[config.mk]
export PLATFORM = sky130hd
export DESIGN_NAME = bcd_serial_addsub
export DESIGN_NICKNAME = d
export VERILOG_FILES = /design/src/rtl/bcd_serial_addsub.sv
export SDC_FILE = /design/constraint.sdc
export NUM_CORES = 1
export LEC_CHECK = 0
export BUFFER_PORTS_ARGS = -buffer_cell sky130_fd_sc_hd__buf_2
export CORE_UTILIZATION = 59
export DETAILED_ROUTE_END_ITERATION = 8
export GPL_TIMING_DRIVEN = 0
export HOLD_SLACK_MARGIN = 0.03
export PLACE_DENSITY = 0.88
export SLEW_MARGIN = 15
export SYNTH_ARGS = -nofsm -noshare
export SYNTH_HDL_FRONTEND = slang
export SYNTH_SLANG_ARGS = --single-unit
[constraint.sdc]
create_clock -name clk -period 10.3 [get_ports clk]
set_input_delay 2.575 -clock clk [delete_from_list [all_inputs] [get_ports clk]]
set_output_delay 2.575 -clock clk [all_outputs]
set_load 0.02 [all_outputs]
[src/rtl/bcd_serial_addsub.sv]
// Multi-digit packed-BCD adder/subtractor. It processes one decimal digit per clock,
// least-significant digit first, under a start/busy/done handshake.
module bcd_serial_addsub #(
    parameter int DIGITS = 4,
    parameter int CNT_W  = $clog2(DIGITS + 1)
) (
    input  logic                clk,
    input  logic                rst,
    input  logic                start,
    input  logic                sub,
    input  logic                cin,
    input  logic [4*DIGITS-1:0] a,
    input  logic [4*DIGITS-1:0] b,
    output logic [4*DIGITS-1:0] sum,
    output logic                cout,
    output logic                busy,
    output logic                done,
    output logic                err
);

    localparam int W = 4 * DIGITS;

    typedef enum logic [1:0] {
        IDLE = 2'd0,
        RUN  = 2'd1,
        DONE = 2'd2
    } state_t;

    state_t           state;
    logic [W-1:0]     a_q;
    logic [W-1:0]     b_q;
    logic             sub_q;
    logic             carry;
    logic [CNT_W-1:0] cnt;

    logic [3:0] a_k;
    logic [3:0] b_k;
    logic [3:0] b_adj;
    logic [4:0] t;
    logic [3:0] sum_k;
    logic       carry_nxt;
    logic       last_digit;

    function automatic logic has_bad_digit(input logic [W-1:0] v);
        logic bad;
        bad = 1'b0;
        for (int i = 0; i < DIGITS; i++) begin
            if (v[4*i +: 4] > 4'd9) bad = 1'b1;
        end
        return bad;
    endfunction

    // Digit k is picked with constant selects so the mux stays a plain compare tree.
    always_comb begin
        a_k = '0;
        b_k = '0;
        for (int i = 0; i < DIGITS; i++) begin
            if (cnt == CNT_W'(i)) begin
                a_k = a_q[4*i +: 4];
                b_k = b_q[4*i +: 4];
            end
        end
        // Nine's complement of B; out-of-range digits simply wrap mod 16.
        b_adj = sub_q ? (4'd9 - b_k) : b_k;
        t     = {1'b0, a_k} + {1'b0, b_adj} + {4'd0, carry};
        if (t > 5'd9) begin
            sum_k     = t[3:0] + 4'd6;
            carry_nxt = 1'b1;
        end else begin
            sum_k     = t[3:0];
            carry_nxt = 1'b0;
        end
        last_digit = (cnt == CNT_W'(DIGITS - 1));
    end

    // NOTE: all state below uses non-blocking assignments so every register
    // samples the pre-edge values of its neighbours.
    always_ff @(posedge clk) begin
        if (rst) begin
            state <= IDLE;
            a_q   <= '0;
            b_q   <= '0;
            sub_q <= 1'b0;
            carry <= 1'b0;
            cnt   <= '0;
            sum   <= '0;
            cout  <= 1'b0;
            busy  <= 1'b0;
            done  <= 1'b0;
            err   <= 1'b0;
        end else begin
            case (state)
                IDLE: begin
                    done <= 1'b0;
                    if (start) begin
                        a_q   <= a;
                        b_q   <= b;
                        sub_q <= sub;
                        carry <= cin ^ sub;
                        err   <= has_bad_digit(a) | has_bad_digit(b);
                        cnt   <= '0;
                        busy  <= 1'b1;
                        state <= RUN;
                    end
                end
                RUN: begin
                    for (int i = 0; i < DIGITS; i++) begin
                        if (cnt == CNT_W'(i)) sum[4*i +: 4] <= sum_k;
                    end
                    carry <= carry_nxt;
                    cnt   <= cnt + 1'b1;
                    if (last_digit) begin
                        cout  <= carry_nxt;
                        busy  <= 1'b0;
                        done  <= 1'b1;
                        state <= DONE;
                    end
                end
                DONE: begin
                    done  <= 1'b0;
                    state <= IDLE;
                end
                default: begin
                    busy  <= 1'b0;
                    done  <= 1'b0;
                    state <= IDLE;
                end
            endcase
        end
    end

endmodule

## Word level (Yosys, flattened, before mapping)

Cells that the tools add are included.

- Output and inout port bits: 20
- Flip-flop bits (word level): 59
- Logic and storage cells: 86

- Eq/ne operators: 7
- Bitwise operators: 4
- $lt $le $gt $ge: 9
- Reduce and logical (&&, ||, !) cells: 12
- $add $sub $neg: 5
- Muxes and demuxes: 35

Operators with widths:

| cell | count |
|---|---|
| 4-bit 2-to-1 mux | 10 |
| 4-bit greater-than comparator (second input constant) | 8 |
| 1-bit 2-to-1 mux | 18 |
| 2-bit AND reduction | 7 |
| 3-bit by 2-bit == test with 1-bit output (second input constant) | 2 |
| 3-bit case mux with 2 select lines | 1 |
| 4-bit by 4-bit adder with 5-bit output | 1 |
| 5-bit by 1-bit adder with 5-bit output | 1 |
| 5-bit by 4-bit greater-than comparator with 1-bit output (second input constant) | 1 |
| 4-bit by 3-bit adder with 4-bit output (second input constant) | 1 |
| 2-bit 2-to-1 mux | 2 |
| 2-bit != test (second input constant) | 2 |
| 2-bit case mux with 2 select lines | 1 |
| 4-bit subtractor (first input constant) | 1 |
| 3-bit by 1-bit adder with 3-bit output (second input constant) | 1 |
| 3-bit by 1-bit == test with 1-bit output (second input constant) | 1 |
| 3-bit logical NOT | 1 |
| 3-bit 2-to-1 mux | 1 |
| 1-bit case mux with 3 select lines | 1 |
| 3-bit AND reduction | 1 |
| 2-bit by 1-bit == test with 1-bit output (second input constant) | 1 |
| 2-bit == test (second input constant) | 1 |
| 2-bit logical NOT | 1 |
| 1-bit NOT | 2 |
| 5 further kinds | 5 |

## Depth between registers and ports, before layout

Gate-level depths: netlist of the first run.

- Depth in word-level cells: 12
- Depth in mapped cells: 19
- Depth with buffers taken out: 18

## Least setup slack after synthesis of the first run

Ideal clock, no wire load.

- Path kind: register to register
- Start point: register cnt[0]
- End point: register sum[13]
- Stages on the path, launching flop included: 16
- Path slack: 6,597 ps
- Clock period less this slack: 3,703 ps
- Arrival time: 3,562 ps
- Data required time: 10,159 ps
- Library setup time: 141 ps
- Cells stage by stage: dfxtp_1 > ha_1 > ha_1 > clkbuf_1 > nor2_1 > a22oi_1 > xor2_1 > fa_1 > fa_1 > xor2_2 > ha_1 > nand2_1 > and4_1 > nor2_1 > a221oi_2 > a211oi_1

- Word-level cells in the longest chain between the ends: 11
- Elaborated cells between the ends (all ways): 20

Ends and longest elaborated chain:

| element | line | source |
|---|---|---|
| start: declaration | 34 | `logic [CNT_W-1:0] cnt;` |
| start signal: assignment | 111 | `cnt <= cnt + 1'b1;` |
| 3-bit logical NOT | 58 | `if (cnt == CNT_W'(i)) begin` |
| 4-bit 2-to-1 mux (4 in a row) | 58 |  |
| 4-bit subtractor | 64 | `b_adj = sub_q ? (4'd9 - b_k) : b_k;` |
| 4-bit 2-to-1 mux | 64 |  |
| 4-bit by 4-bit adder with 5-bit output | 65 | `t = {1'b0, a_k} + {1'b0, b_adj} + {4'd0, carry};` |
| 5-bit by 1-bit adder with 5-bit output | 65 |  |
| 4-bit by 3-bit adder with 4-bit output or 5-bit by 4-bit greater-than comparator with 1-bit output (tied branches) | 67, 66 |  |
| 4-bit 2-to-1 mux | 66 | `if (t > 5'd9) begin` |
| end signal: indexed assignment | 108 | `if (cnt == CNT_W'(i)) sum[4*i +: 4] <= sum_k;` |
| end: declaration | 14 | `output logic [4*DIGITS-1:0] sum,` |

Parallel ways exist; a longest one is shown, timed or not.
A chain may end at the register's enable or synchronous reset.

## Worst setup path after layout of the first run

Ends and elaborated chain as after synthesis.

==> flow_summary_export.csv, run 1 <==
group,metric,value,unit
status,status,"finished clean",
clock_tree,clk_pin_slew_worst_paths,60,ps
floorplanning,core_area,0.00472,mm^2
pwr,clkPwrFrac,32.7,%
placement,post-place-ws,5950,ps
synth,synthMostInstantiatedCell,"nand2_1",
placement,gp_congestion,0.819,
synth,synth.area.top_cells,"dfxtp_1 (41%), nand2_1 (11%), a21oi_1 (8.8%)",
pwr,leakage,1.39,nW
synth,synth_area,0.00292,mm^2
job,cap_violations,0,
floorplanning,die_y,72.3,um
synth,yosys-top-cells-count,"nand2_1 (87), dfxtp_1 (59), a21oi_1 (51)",
global_route,grt_max_degree,11,
clock_tree,cts.repair.resized,0,
clock_tree,cts_hold_buffers,0,
global_route,grt_first_pass_wirelength,11700,um
layout,syn_to_final_growth,17.4,%
pwr,power_frac_seq,46.9,%
synth,synthCells,376,
placement,hpwl,5230,um
critical_path,arrival,4590,ps
critical_path,worstPathRequired,10480,ps
critical_path,endpoint_kind,"register",
critical_path,crit_fanout,10,
detailed_routing,drc,0,
timing,fmax,227,MHz
global_route,antenna_found_initial,0,
timing,setup_violations,0,
synth,synth_cell_type_count,37,
synth,syn_nets,425,
pwr,power.density,154,mW/mm^2
clock_tree,max-clock-path-buffers,2,
synth,synth-compound-area-share,22.7,%
timing,fin_worst_skew,8.03,ps
detailed_routing,first_pass_iters,6,
floorplanning,die-area,0.00523,mm^2
synth,synth-async-reset-ratio,0,%
synth,synth_mux_area_share,1.37,%
clock_tree,tritoncts,"built",
pwr,p_sw,0.000155,W
placement,portBuffers,55,
pwr,power_switching_share,29.4,%
clock_tree,cts_setup_buffers,0,
synth,yosysWarnings,0,
critical_path,crit_path_start_kind,"register",
timing,slew_viol_final,0,
critical_path,critPathKind,"register to register",
timing,layout_min_cycle_time,4400,ps
synth,ys_seq_elements,59,
clock_tree,root_buffer,"clkbuf_8",
timing,fin_tns_setup,0,ps
synth,synth.top_cell.area_share,40.5,%
detailed_routing,dr.first_iter.drc_count,171,
clock_tree,cts_max_level,3,
synth,synth_edf_count,0,
layout,final_nets,491,
worst_hold_path,hold_path.class,"register to register",
timing,worstMarginPinSlew,593,ps
timing,fin_crit_sh,42.7,%
pwr,irDropWorstVdd,0.100,mV
timing,setup_slack,5900,ps
floorplanning,num_rows,25,
detailed_routing,ant_nets,0,
timing,slew_headroom,60.3,%
detailed_routing,vias,2877,
layout,finish.instance_area,0.00342,mm^2
floorplanning,start_util,61.7,%
clock_tree,clock_latency,330,ps
synth,yosysTopAreaCell,"dfxtp_1",
layout,drive_gt1_share,17.8,%
clock_tree,clock-sinks,59,
timing,rsz0062_at_grt,"false",
global_route,gr-total-overflow,0,
detailed_routing,viasPerCell,5.63,
synth,synth_top_family_by_area,"simple AND/OR/NAND/NOR gates",
synth,ys_seq_area_share,40.5,%
synth,synth_area_per_cell,7.75,um^2
timing,fin_hold_ws,454,ps
synth,synth-xor-area-share,2.02,%
pwr,p_comb_share,20.4,%
timing,finalHoldViolCount,0,
layout,antenna_cells,0,
detailed_routing,drt-total-wl,7050,um
detailed_routing,routedWlPerCell,13.8,um
global_route,grt_usage,29.3,%
synth,synthSimpleGateAreaFrac,22.8,%
floorplanning,die_w,72.3,um
clock_tree,cts_made_buffers,9,
pwr,intPower,0.000372,W
global_route,grt_pass1_vias,2722,
floorplanning,io_pins,57,
placement,placed_area,0.00327,mm^2
synth,synthAdderAreaFrac,5.67,%
synth,synthFlopType,"dfxtp_1",
[layout make-up]
| cell class | instances | area [um^2] |
|---|---|---|
| clock buffer | 13 | 149 |
| sequential | 59 | 1180 |
| multi-input combinational | 281 | 1590 |
| timing repair buffer | 55 | 275 |
| fill | 384 | 1300 |
| buffer | 28 | 114 |
| inverter | 8 | 30.0 |
| tap | 67 | 83.8 |
[per-layer routing]
metal  global-route usage (%)  wire length [um]  up-vias
met5                        0                 0        -
met4                     15.7               140        0
met3                     4.86               412       14
met2                     53.2              3550      114
met1                     32.6              2940     1324
li1                         -                 -     1425
[flip-flops by register name (all words and copies together), names as in the netlist, 2 cells and up]
signal and cells:
a_q 16, state 2, b_q 16, sum 16, cnt 3
[through the flow]
stage	util, %	power [W]	cells
after detailed placement	69.3	0.000356	498
after global placement	69.3	0.000352	498
after global routing	72.5	0.000547	511
after floorplan	-	0.000326	376
after CTS	72.5	0.000524	511
final	72.5	0.000526	511
[logic make-up after synthesis]
group                      after synthesis
AOI/OAI and AO/OA                      110
xor gates and xnor gates                 5
adders and majority gates               12
buffers and inverters                   36
DFF                                     59
muxes                                    4
and+or+nand+nor                        150
[power groups by stage]
stage	Clock [W]	Combinational [W]	Sequential, W
2_1_floorplan	0	0.0000723	0.000254
3_3_place_gp	0	0.000102	0.000251
3_5_place_dp	0	0.000105	0.000251
4_1_cts	0.000172	0.000106	0.000247
5_1_grt	0.000180	0.000120	0.000248
6_report	0.000172	0.000107	0.000247
[path summary, 6_finish.rpt]
check / slack (ps) / cells after the start / end / startpoint
hold / removal: 450 / 2 / a_q[1]$_SDFFE_PP0P_ / a_q[1]$_SDFFE_PP0P_
hold reg to reg: 450 / 2 / a_q[1]$_SDFFE_PP0P_ / a_q[1]$_SDFFE_PP0P_
setup reg to reg: 5900 / 18 / sum[13]$_SDFFE_PP0P_ / cnt[0]$_SDFFE_PP0P_
setup / recovery: 5900 / 18 / sum[13]$_SDFFE_PP0P_ / cnt[0]$_SDFFE_PP0P_
[critical path, cell delays in order, from the launching register on]
cell and delay [ps]:
dfxtp_1 400, ha_1 160, clkbuf_1 350, clkbuf_1 410
nor2_1 100, a21oi_1 150, o21ai_0 130, a22oi_1 350
ha_1 300, inv_1 50, mux2i_1 60, ha_1 370
xor2_2 190, ha_1 270, nand2_1 120, and4_1 230
nor2_1 60, a221oi_2 400, a211oi_1 150
[cells in the final DEF (no fill, tap or decap), types with 2 or more instances in the layout]
master    instances
a211oi_1         13
a21oi_1          51
a221oi_2          2
a22o_1            4
a22oi_1           7
and3_1            3
and3b_1           3
buf_2            62
clkbuf_1         23
clkbuf_8         10
dfxtp_1          59
fa_1              2
ha_1             10
inv_1             8
mux2i_1           4
nand2_1          87
nand2b_1          7
nand3b_1          6
nand4_1           3
nor2_1           32
nor3_1            3
o21a_1            2
o21ai_0          24
o31ai_1           2
xor2_1            3
xor2_2            2
Note: power is estimated with default switching activity, not from simulation.
==> inputs of run 2 (changes only) <==
- CORE_UTILIZATION: 59 -> 49
- PLACE_DENSITY: 0.88 -> 0.78
- clock period: 10.3 -> 4 ns (I/O delays scaled with it)
==> run 2 against run 1 <==
Effect of this change: register-to-register slack worse by 5600 ps; final cell count up 0.98%; final area up 3.9%; global-route usage down 4.5 points; hold slack better by 2.1 ps; clock power rose to 3.5 times the previous value; sequential share of layout area down 1.3 points; count of clock-buffer cells in the layout down 1; maximum frequency up 18%; core utilization down 9.0 points.
==> flow_summary_export.csv, run 2 (same netlist as run 1, synthesis figures left out) <==
group,metric,value,unit
detailed_routing,drc,0,
timing,worstMarginPinSlew,596,ps
floorplanning,io_pins,57,
layout,reg.largest.list,"a_q x16, b_q x16, sum x16",
clock_tree,root_buffer,"clkbuf_8",
clock_tree,cts_max_level,3,
pwr,leakage,1.44,nW
detailed_routing,drt-total-wl,7150,um
critical_path,r2r_cells,16,
critical_path,worstPathRequired,4270,ps
detailed_routing,ant_nets,0,
timing,setup_violations,0,
critical_path,critPathKind,"register to register",
critical_path,crit_fanout,10,
clock_tree,max-clock-path-buffers,2,
layout,syn_to_final_growth,22.0,%
timing,fin_crit_sh,93.0,%
status,status,"finished clean",
layout,fillCellCount,534,
layout,multi_input_area,0.00164,mm^2
global_route,grt_usage,24.8,%
timing,fin_worst_skew,6.26,ps
timing,fmax,269,MHz
critical_path,rr_endpoint,"sum[10]$_SDFFE_PP0P_",
layout,final_nets,490,
placement,gp_congestion,0.806,
placement,hpwl,5270,um
global_route,grt_pass1_vias,2708,
timing,slew_headroom,60.1,%
global_route,grt_first_pass_wirelength,12000,um
worst_hold_path,hold_path.class,"register to register",
floorplanning,die-area,0.00626,mm^2
floorplanning,core_area,0.00561,mm^2
layout,stdcell_count,516,
timing,slew_viol_final,0,
layout,regArea,0.00118,mm^2
critical_path,arrival,3990,ps
detailed_routing,routedWlPerCell,13.8,um
floorplanning,die_w,79.1,um
clock_tree,tritoncts,"built",
detailed_routing,vias,2802,
timing,rsz0062_at_grt,"false",
global_route,grt_max_degree,11,
detailed_routing,highest_layer,"met4",
detailed_routing,wl_met3,401,um
pwr,power.density,429,mW/mm^2
floorplanning,start_util,52.0,%
layout,final_common_cell,"nand2_1",
placement,portBuffers,55,
global_route,gr-total-overflow,0,
job,cap_violations,0,
floorplanning,num_rows,27,
layout,drive_gt1_share,21.8,%
clock_tree,clock_latency,340,ps
critical_path,cp-startpoint,"cnt[1]$_SDFFE_PP0P_",
detailed_routing,viasPerCell,5.43,
global_route,antenna_found_initial,0,
placement,post-place-ws,-274,ps
critical_path,crit_path_end,"sum[10]$_SDFFE_PP0P_",
critical_path,crit_path_start_kind,"register",
critical_path,regToRegStartpoint,"cnt[1]$_SDFFE_PP0P_",
detailed_routing,drt-met1-wl,3220,um
layout,layout_common_cells,"nand2_1 (87), buf_2 (62), dfxtp_1 (58)",
timing,setup_slack,280,ps
pwr,irDropWorstVdd,0.257,mV
timing,finalHoldViolCount,0,
critical_path,rrSetupSlack,280,ps
clock_tree,cts_made_buffers,9,
floorplanning,die_y,79.1,um
clock_tree,clk_pin_slew_worst_paths,60,ps
clock_tree,cts_hold_buffers,0,
clock_tree,clock-sinks,59,
layout,antenna_cells,0,
critical_path,endpoint_kind,"register",
timing,layout_min_cycle_time,3720,ps
detailed_routing,route.met2.wl,3410,um
placement,dp_cells,503,
detailed_routing,dr.first_iter.drc_count,127,
detailed_routing,first_pass_iters,5,
-- run 2: per-stage QoR --
| stage | cell area (um^2) | TNS, ps | utilization, % | hold slack [ps] | total power [W] |
|---|---|---|---|---|---|
| final | 3560 | 0 | 63.4 | 456 | 0.00153 |
| after global placement | 3280 | -2340 | 58.5 | 441 | 0.000912 |
| after detailed placement | 3280 | -2420 | 58.5 | 447 | 0.000920 |
| after CTS | 3500 | 0 | 62.4 | 456 | 0.00151 |
| after floorplan | 2920 | 0 | - | 432 | 0.000840 |
| after global routing | 3560 | 0 | 63.4 | 477 | 0.00158 |
-- run 2: layout make-up --
type / count / area share, %
timing repair buffer: 57 / 8.16
clock buffer: 12 / 4.36
multi-input combinational: 281 / 46.1
sequential: 59 / 33.2
inverter: 8 / 0.844
buffer: 25 / 3.06
clock inverter: 2 / 1.69
tap: 72 / 2.53
-- run 2: report_power, final --
part | internal, W | switching, W | total (W)
Combinational | 0.000119 | 0.000173 | 0.000292
Clock | 0.000378 | 0.000221 | 0.000599
Sequential | 0.000618 | 0.0000175 | 0.000636
-- run 2: routing by layer --
metal / up-vias / global-route usage, %
met3: 12 / 4.94
met2: 84 / 42.8
met5: - / 0
met4: 0 / 10.9
li1: 1419 / -
met1: 1287 / 29.7
-- run 2: how the worst min path moves through the flow --
stage,from,endpoint,slack (ps),cells past startpoint
floorplan,b_q[0]$_SDFFE_PP0P_,b_q[0]$_SDFFE_PP0P_,430,2
global placement,b_q[2]$_SDFFE_PP0P_,b_q[2]$_SDFFE_PP0P_,440,2
detailed placement,b_q[8]$_SDFFE_PP0P_,b_q[8]$_SDFFE_PP0P_,450,2
CTS,b_q[8]$_SDFFE_PP0P_,b_q[8]$_SDFFE_PP0P_,460,2
global route,a_q[5]$_SDFFE_PP0P_,a_q[5]$_SDFFE_PP0P_,480,2
finish,b_q[7]$_SDFFE_PP0P_,b_q[7]$_SDFFE_PP0P_,460,2
-- run 2: worst max-delay path, cell delays in order (launching register included) --
cell	delay (ps)
dfxtp_1	390
inv_1	130
ha_4	230
and3b_1	170
a21oi_1	120
o21ai_0	100
a22oi_1	210
xor2_1	110
fa_2	380
fa_2	390
xor2_2	240
ha_2	260
nand2_1	100
and4_1	230
o211ai_1	170
nand4_1	210
o21ai_0	210
-- run 2: what timing repair did --
action,in CTS,in global routing
endpoints found under the setup margin,14,14
gates resized for setup,5,15
pin swaps,0,2
setup buffers,0,2
==> inputs of run 3 (changes only) <==
- PLACE_DENSITY: 0.78 -> 0.72
==> run 3 against run 2 <==
Effect of this change: maximum frequency grew 1.0%; largest cell class unchanged; largest power group unchanged; flip-flop and latch count unchanged; setup slack gained 38 ps; clock skew down 2.8 ps; sequential share of layout area is 0.66 points higher; hold slack worse by 2.6 ps; power decreased by 11%; clock power decreased by 26%; combinational power down 2%; first-iteration DRC count is 21% higher.
==> flow_summary_export.csv, run 3 (same netlist as run 1, synthesis figures left out) <==
group,metric,value,unit
critical_path,crit_slowest_cell,"fa_2",
timing,fmax,272,MHz
layout,syn_to_final_growth,19.8,%
floorplanning,die_w,79.1,um
layout,regArea,0.00118,mm^2
detailed_routing,drc,0,
detailed_routing,viasPerCell,5.35,
detailed_routing,dr.first_iter.drc_count,154,
clock_tree,cts_hold_buffers,0,
timing,worstMarginPinSlew,615,ps
floorplanning,die-area,0.00626,mm^2
pwr,power.density,390,mW/mm^2
critical_path,path_cells,"inv_1 -> ha_4 -> and3b_1 -> a21oi_1 -> o21ai_0 -> a22oi_1 -> xor2_1 -> fa_2 -> fa_2 -> xor2_2 -> ha_2 -> a221oi_2 -> nor2_1 -> a221oi_2 -> buf_4 -> a211oi_1",
pwr,clkPwrFrac,32.4,%
layout,drive_gt1_share,21.2,%
pwr,intPower,0.000969,W
critical_path,arrival,3870,ps
placement,portBuffers,55,
timing,rsz0062_at_grt,"false",
detailed_routing,ant_nets,0,
clock_tree,clock-sinks,59,
clock_tree,cts_made_buffers,9,
critical_path,crit_family,"adder cells",
global_route,met3_usage,4.25,%
global_route,grt_pass1_vias,2593,
job,cap_violations,0,
timing,slew_viol_final,0,
layout,final_nets,490,
layout,finish.instance_area,0.00349,mm^2
layout,reg.largest.list,"a_q x16, b_q x16, sum x16",
layout,layout_common_cells,"nand2_1 (87), buf_2 (62), dfxtp_1 (57)",
critical_path,critPathKind,"register to register",
placement,gp_congestion,0.805,
timing,layout_min_cycle_time,3680,ps
layout,antenna_cells,0,
global_route,grt_max_degree,11,
pwr,fin_total_pwr,0.00136,W
detailed_routing,routedWlPerCell,13.6,um
timing,setup_violations,0,
floorplanning,die_y,79.1,um
layout,fillCellCount,548,
pwr,power_frac_seq,46.6,%
clock_tree,clk_pin_slew_worst_paths,60,ps
clock_tree,tritoncts,"built",
timing,fin_worst_skew,3.46,ps
global_route,busiest_layer,"met2",
global_route,grt_first_pass_wirelength,11600,um
floorplanning,start_util,52.0,%
global_route,gr-total-overflow,0,
timing,fin_crit_sh,92.0,%
status,status,"finished clean",
timing,slew_headroom,58.8,%
timing,finalHoldViolCount,0,
placement,hpwl,5250,um
pwr,leakage,1.41,nW
clock_tree,clock_latency,330,ps
clock_tree,root_buffer,"clkbuf_8",
critical_path,path_buf_inv,2,
global_route,antenna_found_initial,0,
pwr,p_sw,0.000395,W
critical_path,rrSetupSlack,320,ps
worst_hold_path,hold_path.class,"register to register",
critical_path,worstPathRequired,4190,ps
clock_tree,cts_max_level,3,
critical_path,cpPeakStageDelay,390,ps
layout,multi_input_area,0.00164,mm^2
pwr,power_switching_share,28.9,%
detailed_routing,first_pass_iters,5,
critical_path,endpoint_kind,"register",
critical_path,crit_fanout,9,
floorplanning,num_rows,27,
floorplanning,core_area,0.00561,mm^2
pwr,p_comb_share,21.0,%
global_route,grt_usage,24.0,%
placement,placed_area,0.00328,mm^2
global_route,met1_usage,29.0,%
global_route,use_met2,41.1,%
critical_path,crit_path_start_kind,"register",
floorplanning,io_pins,57,
detailed_routing,vias,2755,
pwr,irDropWorstVdd,0.201,mV
detailed_routing,drt-total-wl,6980,um
clock_tree,max-clock-path-buffers,2,
layout,final_common_cell,"nand2_1",
==> run 3: changes by cell type in the layout (fill, tap and decap cells not counted), sizes merged <==
cell | previous run | this run
bufinv | 2 | 0
clkbuf | 29 | 30
==> run 3: worst paths after layout <==
check	endpoint	start	cells past startpoint
setup / recovery	sum[13]$_SDFFE_PP0P_	cnt[1]$_SDFFE_PP0P_	16
hold / removal	b_q[3]$_SDFFE_PP0P_	b_q[3]$_SDFFE_PP0P_	2
setup reg to reg	sum[13]$_SDFFE_PP0P_	cnt[1]$_SDFFE_PP0P_	16
hold reg to reg	b_q[3]$_SDFFE_PP0P_	b_q[3]$_SDFFE_PP0P_	2
==> run 3: per-layer routing <==
layer	routed length (um)	part of all wire, %
met4	110	1.6
met3	363	5.2
met1	3160	45
met2	3340	48
met5	0	0
==> run 3: what timing repair did <==
action                                  CTS  global route
setup buffers                             1             1
gates resized for setup                   7            15
pin swaps                                 1             1
endpoints found under the setup margin   14            14
==> run 3: cell type report <==
type,instances,share of cell area [%]
sequential,59,33.9
multi-input combinational,281,46.9
inverter,8,0.860
tap,72,2.58
timing repair buffer,57,8.31
clock buffer,13,4.26
buffer,25,3.19
==> run 3: worst reg2reg max path, stage by stage, from the launching register on <==
cell	delay [ps]
dfxtp_2	340
inv_1	140
ha_4	220
and3b_1	200
a21oi_1	130
o21ai_0	90
a22oi_1	220
xor2_1	120
fa_2	380
fa_2	390
xor2_2	210
ha_2	220
a221oi_2	290
nor2_1	110
a221oi_2	260
buf_4	160
a211oi_1	60
==> run 3: power groups by stage <==
stage | Clock [W] | Sequential (W) | Combinational (W)
final | 0.000441 | 0.000635 | 0.000287
after global routing | 0.000470 | 0.000639 | 0.000322
after CTS | 0.000443 | 0.000635 | 0.000279
after detailed placement | 0 | 0.000647 | 0.000273
after global placement | 0 | 0.000646 | 0.000267
after floorplan | 0 | 0.000654 | 0.000186
==> run 3: through the flow <==
| step | cells | worst slack (ps) | hold slack, ps | setup TNS, ps | util (%) |
|---|---|---|---|---|---|
| 3_3_place_gp | 503 | -270 | 440 | -2480 | 58.5 |
| 6_report | 515 | 318 | 454 | 0 | 62.3 |
| 3_5_place_dp | 503 | -341 | 447 | -3140 | 58.5 |
| 5_1_grt | 515 | 20.6 | 476 | 0 | 62.3 |
| 2_1_floorplan | 376 | 297 | 432 | 0 | - |
| 4_1_cts | 515 | 76.5 | 455 | 0 | 61.4 |
